`config.mk`:
```
export PLATFORM = sky130hd
export DESIGN_NAME = serial_add_unit
export DESIGN_NICKNAME = d
export VERILOG_FILES = /design/src/rtl/add_pkg.sv /design/src/rtl/fa1bit.sv /design/src/rtl/serial_add_unit.sv
export SDC_FILE = /design/constraint.sdc
export NUM_CORES = 1
export LEC_CHECK = 0
export CELL_PAD_IN_SITES_DETAIL_PLACEMENT = 1
export CELL_PAD_IN_SITES_GLOBAL_PLACEMENT = 2
export CORE_ASPECT_RATIO = 1.4
export CORE_MARGIN = 5
export CORE_UTILIZATION = 30
export DETAILED_ROUTE_END_ITERATION = 7
export GPL_TIMING_DRIVEN = 0
export HOLD_SLACK_MARGIN = 0.05
export PLACE_DENSITY = 0.73
export SYNTH_ARGS = -nofsm -noshare
export SYNTH_HDL_FRONTEND = slang
export SYNTH_HIERARCHICAL = 1
export SYNTH_SLANG_ARGS = --single-unit
```
`constraint.sdc`:
```
create_clock -name clk -period 3.4 [get_ports clk]
set_input_delay 0.68 -clock clk [delete_from_list [all_inputs] [get_ports clk]]
set_output_delay 0.68 -clock clk [all_outputs]
set_load 0.02 [all_outputs]
```
`src/rtl/add_pkg.sv`:
```
// Shared types and limits for the bit-serial adder.
package add_pkg;

    localparam int unsigned MAX_WIDTH = 32;

    typedef enum logic [1:0] {
        IDLE = 2'd0,
        RUN  = 2'd1,
        DONE = 2'd2
    } state_t;

endpackage

```
`src/rtl/fa1bit.sv`:
```
// Single-bit full-adder cell, reused once per cycle by the serial datapath.
module fa1bit (
    input  logic a,
    input  logic b,
    input  logic ci,
    output logic s,
    output logic co
);

    assign s  = a ^ b ^ ci;
    assign co = (a & b) | (ci & (a ^ b));

endmodule

```
`src/rtl/serial_add_unit.sv`:
```
// Bit-serial WIDTH-bit adder: one full-adder cell over WIDTH cycles, LSB first,
// with valid/ready handshakes on operands and result.
module serial_add_unit
    import add_pkg::*;
#(
    parameter int unsigned WIDTH = 4
) (
    input  logic             clk,
    input  logic             rst,
    input  logic             in_valid,
    output logic             in_ready,
    input  logic [WIDTH-1:0] a,
    input  logic [WIDTH-1:0] b,
    input  logic             ci,
    output logic             out_valid,
    input  logic             out_ready,
    output logic [WIDTH-1:0] s,
    output logic             co
);

    localparam int unsigned CNT_W = $clog2(WIDTH + 1);

    if (WIDTH == 0 || WIDTH > MAX_WIDTH) begin : g_width_check
        $error("serial_add_unit: WIDTH out of range");
    end

    state_t             state;
    state_t             state_next;
    logic [WIDTH-1:0]   a_sr;
    logic [WIDTH-1:0]   b_sr;
    logic [WIDTH-1:0]   sum_sr;
    logic [WIDTH-1:0]   sum_next;
    logic [CNT_W-1:0]   cnt;
    logic               carry;
    logic               sum_bit;
    logic               carry_next;
    logic               accept;
    logic               last;

    assign accept = in_valid & in_ready;
    assign last   = (cnt == CNT_W'(WIDTH - 1));

    // Sum register with the new bit entering at the MSB.
    assign sum_next = WIDTH'({sum_bit, sum_sr} >> 1);

    fa1bit u_fa (
        .a  (a_sr[0]),
        .b  (b_sr[0]),
        .ci (carry),
        .s  (sum_bit),
        .co (carry_next)
    );

    // State register; handshake flags are registered from the next state.
    always_ff @(posedge clk or posedge rst) begin
        if (rst) begin
            state     <= IDLE;
            in_ready  <= 1'b0;
            out_valid <= 1'b0;
        end else begin
            state     <= state_next;
            in_ready  <= (state_next == IDLE);
            out_valid <= (state_next == DONE);
        end
    end

    always_comb begin
        state_next = state;
        case (state)
            IDLE:    if (accept) state_next = RUN;
            RUN:     if (last) state_next = DONE;
            DONE:    if (out_valid && out_ready) state_next = IDLE;
            default: state_next = IDLE;
        endcase
    end

    // Serial datapath: operand shift, carry, sum collection and result capture.
    always_ff @(posedge clk or posedge rst) begin
        if (rst) begin
            a_sr   <= '0;
            b_sr   <= '0;
            sum_sr <= '0;
            carry  <= 1'b0;
            cnt    <= '0;
            s      <= '0;
            co     <= 1'b0;
        end else begin
            case (state)
                IDLE: begin
                    if (accept) begin
                        a_sr   <= a;
                        b_sr   <= b;
                        carry  <= ci;
                        sum_sr <= '0;
                        cnt    <= '0;
                    end
                end
                RUN: begin
                    a_sr   <= a_sr >> 1;
                    b_sr   <= b_sr >> 1;
                    carry  <= carry_next;
                    sum_sr <= sum_next;
                    cnt    <= cnt + CNT_W'(1);
                    if (last) begin
                        s  <= sum_next;
                        co <= carry_next;
                    end
                end
                default: begin
                end
            endcase
        end
    end

endmodule

```
==> run summary, run 1 <==
Die area: 4730 um^2
Initial antenna violation count: 0
Drt pass-1 iters: 4
Hold-fix buffers at CTS: 0
Post-CTS Setup Bufs: 0
GPL Wtd Cong: 0.667
RSZ-0062 raised after global routing: false
Number of synthesized flops with an enable pin: 0
Filler cells: 368
Worst-case clock buffer depth: 2
Final Max Slew Viols: 0
Length of routed wiring on met1: 918 um
Routed wl met3: 82 um
ANT cells: 0
Slew margin rel.: 0.394
Nets@finish: 131
Met2 wire len: 1080 um
Top sig layer: met4
Residual DRC count: 0
Pin count of the biggest net entering global routing: 25
Setup CP Type: register to output port
Multi-input gate area: 389 um^2
Share of async-settable or async-resettable flops after synthesis: 1.00
Post-DP HPWL: 1570 um
CTS tree: done
CP max-delay cell: clkdlybuf4s50_1
Synth Net Count: 107
Leak: 0.597 nW
Rows: 25
First-pass GRT wire length: 3750 um
Syn Inst Count: 91
Delay-heaviest family, CP: buffers and inverters
Synth warn: 6
Post-Route Setup TNS: 0 ns
Synth unique cells: 22
TritonCTS buffer count: 3
Via count: 738
Setup-failing EPs final: 0
Layout cell share with drive strength beyond 1: 0.132
Num ports: 20
Syn_area_per_cell: 11.3 um^2
Leading post-synthesis cells by cell area: dfrtp_1 58%, a21oi_1 8.2%, mux2_2 5.5%
Fin crit share: 0.581
Final instance area: 1330 um^2
Startpoint types: register
Register Area: 601 um^2
Final Hold Viols: 0
Max Clock Skew: 0.00634 ns
CTS root buffer: clkbuf_8
Crit-path cells: clkdlybuf4s50_1
Register area share after synthesis: 0.582
Via/cell ratio: 4.79
Routed WL: 2120 um
Layout area overhead: 28.6%
Status: finished clean
Hold Crit Depth: 1
Primary FF master, synth: dfrtp_1
Skew-Pair Late Insertion Delay: 0.27 ns
GRT overflow: 0
Final min period: 1.98 ns
Syn Std Cell Area: 1030 um^2
Antenna Nets Post-Route: 0
Top cell type by total area after synthesis: dfrtp_1
I/O Buffers: 19
Starting Density: 0.308
CP bufs+invs: 1
Count leader, synth: dfrtp_1
Core Area: 3350 um^2
Clock sink count: 24
Vias in the first global route: 772
H-Tree Depth: 1
Fmax: 0.506 GHz
Slew @ Worst Pin: 0.908 ns
Iteration-0 DRC Markers: 1
Max Cap Violations: 0
Post_cts resized: 0
Cell Area, Placed: 1270 um^2
Seq cells post-synth: 24
Worst EP required: 2.72 ns
Worst VDD drop: 0.432 mV
Reg clk slew, reported paths: 0.08 ns
Worst reg-to-reg path cell count: 4
Arrival @ worst endpoint: 1.30 ns
GRT Total Usage: 0.105
Area share of the largest cell type after synthesis: 0.582
Chip Height: 79.4 um
Crit path largest cell delay: 0.63 ns
P per Cell Area: 1020 nW/um^2
Die Wd: 59.6 um
WP depth: 1
Post-synth top cells: 24 x dfrtp_1, 17 x a21oi_1, 10 x nor2_1
Hold Crit Class: register to register
Routed WL per cell: 13.8 um
Max Fanout on Critical Path: 4
CP Capture Type: output port
[worst paths after layout]
kind / from / endpoint / slack [ns]
min in group asynchronous: rst / a_sr[0] / 0.90
worst min-delay path: cnt[0] / cnt[0] / 0.50
max in group asynchronous: rst / state[1] / 1.94
worst max register to register: cnt[0] / s[1] / 1.93
worst max-delay path: in_ready / in_ready / 1.42
worst min register to register: cnt[0] / cnt[0] / 0.50
[state kept, by name, summed over array words and instances (netlist names)]
register,count
state,2
carry,1
sum_sr,3
cnt,3
a_sr,4
b_sr,4
s,4
in_ready,1
out_valid,1
co,1
[through the flow]
step	utilization	std cells	worst slack, ns	hold slack, ns	total power [mW]
6_report	0.397	154	1.42	0.497	1.35
5_1_grt	0.397	154	1.34	0.522	1.48
4_1_cts	0.397	154	1.41	0.502	1.38
3_5_place_dp	0.380	150	1.33	0.489	1.18
3_3_place_gp	0.380	150	1.40	0.461	1.15
2_1_floorplan	-	91	2.01	0.446	0.960
[metal layers]
layer / vias to the layer above / track usage
met5: - / 0
met3: 4 / 0.0243
met4: 0 / 0.0532
li1: 360 / -
met2: 12 / 0.164
met1: 362 / 0.131
[cell usage in the layout (no fill, tap or decap)]
master / synthesis / final
a22o_1: 6 / 6
buf_2: 1 / 1
a21oi_2: 1 / 1
o21ai_0: 2 / 2
inv_1: 2 / 2
and2b_1: 1 / 1
buf_6: 2 / 2
nand3b_2: 1 / 1
nand2_1: 8 / 8
nand2b_1: 1 / 1
o22ai_1: 1 / 1
clkdlybuf4s50_1: 0 / 19
clkbuf_1: 2 / 2
mux2_2: 5 / 5
a21bo_2: 1 / 1
ha_1: 2 / 2
and3b_1: 1 / 1
fa_1: 1 / 1
nand3b_1: 1 / 1
dfrtp_1: 24 / 24
a21oi_1: 17 / 17
clkbuf_8: 0 / 4
nor2_1: 10 / 10
or2_1: 1 / 1
[cell type report]
type / count / share of cell area
sequential: 24 / 0.452
timing repair buffer: 19 / 0.143
inverter: 2 / 0.00566
multi-input combinational: 60 / 0.293
buffer: 5 / 0.0264
clock buffer: 4 / 0.0415
tap: 40 / 0.0377
[power breakdown]
part	switching (mW)	internal [mW]
clock	0.0933	0.103
sequential	0.0797	0.424
combinational	0.334	0.314
total	0.507	0.841
[kinds of logic (layout without fill, tap and decap cells)]
kind of cell	Yosys count	count (layout)	share of synthesized area
AO/OA/AOI/OAI	28	28	0.167
flip-flops	24	24	0.582
AND/OR/NAND/NOR	24	24	0.112
buffers and inverters	7	30	0.0412
multiplexers	5	5	0.0545
adder cells (fa/ha/maj)	3	3	0.0436
No activity file was read; power rests on OpenSTA's default activity.
==> run 2: changes to the inputs <==
Clock period 3.4 ns to 1.9 ns, I/O delays scaled along.
==> results of run 2 <==
Same layout as run 1 (identical final DEF). Status: finished clean.
Among the figures that moved: setup slack after placement 1.33 ns -> 0.134 ns; setup slack after layout 1.42 ns -> 0.224 ns; register-to-register setup slack 1.93 ns -> 0.43 ns; total power 1.35 mW -> 2.41 mW; worst IR drop on VDD 0.432 mV -> 0.773 mV
==> run 3: changes to the inputs <==
Settings changed: CORE_MARGIN 5 to not set, CORE_UTILIZATION 30 to 29, PLACE_DENSITY 0.73 to 0.74.
Clock period 1.9 ns to 1.4 ns, I/O delays scaled along.
==> run 3 against run 2 <==
Effect of this change:
- utilization increased by 0.30 points
- register-to-register slack got worse by 0.39 ns
- largest cell class unchanged
- critical endpoint is now co
- die area fell by 20%
- highest routed layer unchanged
- setup slack lost 0.19 ns
==> run summary, run 3 (synthesis gave the netlist of run 1 again) <==
Layout area overhead: 30.8%
Fin util: 0.400
CP max-delay cell: dfrtp_1
GRT Total Usage: 0.140
Fin crit share: 0.974
GRT overflow: 0
Worst EP required: 1.56 ns
Reg clk slew, reported paths: 0.09 ns
Commonest cells after routing, fill and taps aside: 24 x dfrtp_1, 17 x a21oi_1, 12 x clkdlybuf4s50_1, 10 x nor2_1, 8 x nand2_1
Antenna Nets Post-Route: 0
Die area: 3810 um^2
Fmax: 0.733 GHz
Rows: 25
GPL Wtd Cong: 0.726
P per Cell Area: 2470 nW/um^2
Starting Density: 0.306
First-pass GRT wire length: 3770 um
Status: finished clean
Cell Area, Placed: 1270 um^2
Final min period: 1.36 ns
Delay-heaviest family, CP: flip-flops
Die Wd: 52.4 um
Vias in the first global route: 822
Iteration-0 DRC Markers: 20
ANT cells: 0
CP Capture Type: register
Final Max Slew Viols: 0
Layout cell share with drive strength beyond 1: 0.158
CTS tree: done
RSZ-0062 raised after global routing: false
Clock sink count: 24
Slew @ Worst Pin: 0.913 ns
Max Cap Violations: 0
Via count: 770
CP bufs+invs: 0
Final instance area: 1350 um^2
H-Tree Depth: 1
Setup-failing EPs final: 0
Max Fanout on Critical Path: 7
Routed WL per cell: 14.7 um
Skew-Pair Late Insertion Delay: 0.27 ns
TritonCTS buffer count: 3
Largest regs: a_sr x4, b_sr x4, s x4
Setup CP Type: register to register
Commonest non-fill, non-tap cell in the layout: dfrtp_1
Hold-fix buffers at CTS: 0
Slew margin rel.: 0.391
CTS root buffer: clkbuf_8
Crit-path cells: ha_2 -> ha_4 -> nand3b_4 -> mux2_2
Post-DP HPWL: 1660 um
Startpoint types: register
Chip Height: 72.6 um
Hold Crit Class: register to register
Core Area: 3380 um^2
Residual DRC count: 0
Routed WL: 2270 um
Final Hold Viols: 0
Drt pass-1 iters: 4
Via/cell ratio: 5.00
Worst-case clock buffer depth: 2
Num ports: 20
Filler cells: 391
Pin count of the biggest net entering global routing: 25
Nets@finish: 131
Initial antenna violation count: 0
Max Clock Skew: 0.00693 ns
Crit path largest cell delay: 0.40 ns
Leak: 0.637 nW
Worst VDD drop: 0.939 mV
Arrival @ worst endpoint: 1.52 ns
I/O Buffers: 19
==> run 3: changes by cell type in the layout (fill, tap and decap cells not counted), sizes merged <==
cell	delta
clkdlybuf4s50	-7
dlygate4sd2	+7
buf	+1
clkbuf	-1
==> run 3: per-stage QoR <==
step	setup WS (ns)	instances	power, mW	TNS [ns]	hold WS (ns)
floorplan	0.0275	91	2.33	0	0.295
global placement	-0.215	150	2.80	-3.21	0.460
detailed placement	-0.240	150	2.89	-5.11	0.481
CTS	0.00909	154	3.38	0	0.498
global route	0.000735	154	3.64	0	0.524
finish	0.0364	154	3.34	0	0.504
==> run 3: layout make-up <==
cell class	instances	area [um^2]	share of cell area
repair buffers	20	189	0.140
flip-flops and latches	24	601	0.445
multi-input cells	60	417	0.309
plain buffers	4	31.3	0.0232
clock buffers	4	55.1	0.0408
inverters	2	7.51	0.00556
well taps	40	50.0	0.0371
==> run 3: routing by layer <==
layer  vias to the layer above  global-route usage  part of all wire
met5                         -                   0                 0
met3                         5              0.0188             0.031
li1                        363                   -                 -
met4                         0              0.0877             0.030
met1                       385               0.167              0.43
met2                        17               0.232              0.51
==> run 3: timing repair <==
action                                  in CTS  in global routing
resized for setup                           11                  1
buffers inserted                             0                  1
pin swaps                                    1                  0
endpoints found under the setup margin      13                 11
==> run 3: worst paths after layout <==
path / endpoint / slack, ns / start / depth (start not counted)
max: co / 0.04 / cnt[0] / 4
max reg2reg: co / 0.04 / cnt[0] / 4
max in group asynchronous: s[2] / 0.33 / rst / 2
min reg2reg: s[2] / 0.50 / s[2] / 1
min in group asynchronous: b_sr[3] / 0.51 / rst / 2
min: s[2] / 0.50 / s[2] / 1
==> run 3: where the power goes <==
part           internal (mW)  switching, mW  leakage [nW]
clock network          0.252          0.226        0.0288
registers               1.03          0.201         0.296
logic                  0.764          0.864         0.312
==> run 3: worst reg2reg max path, cell delays in order, from the launching register on <==
cell	delay, ns
dfrtp_1	0.40
ha_2	0.20
ha_4	0.17
nand3b_4	0.13
mux2_2	0.35
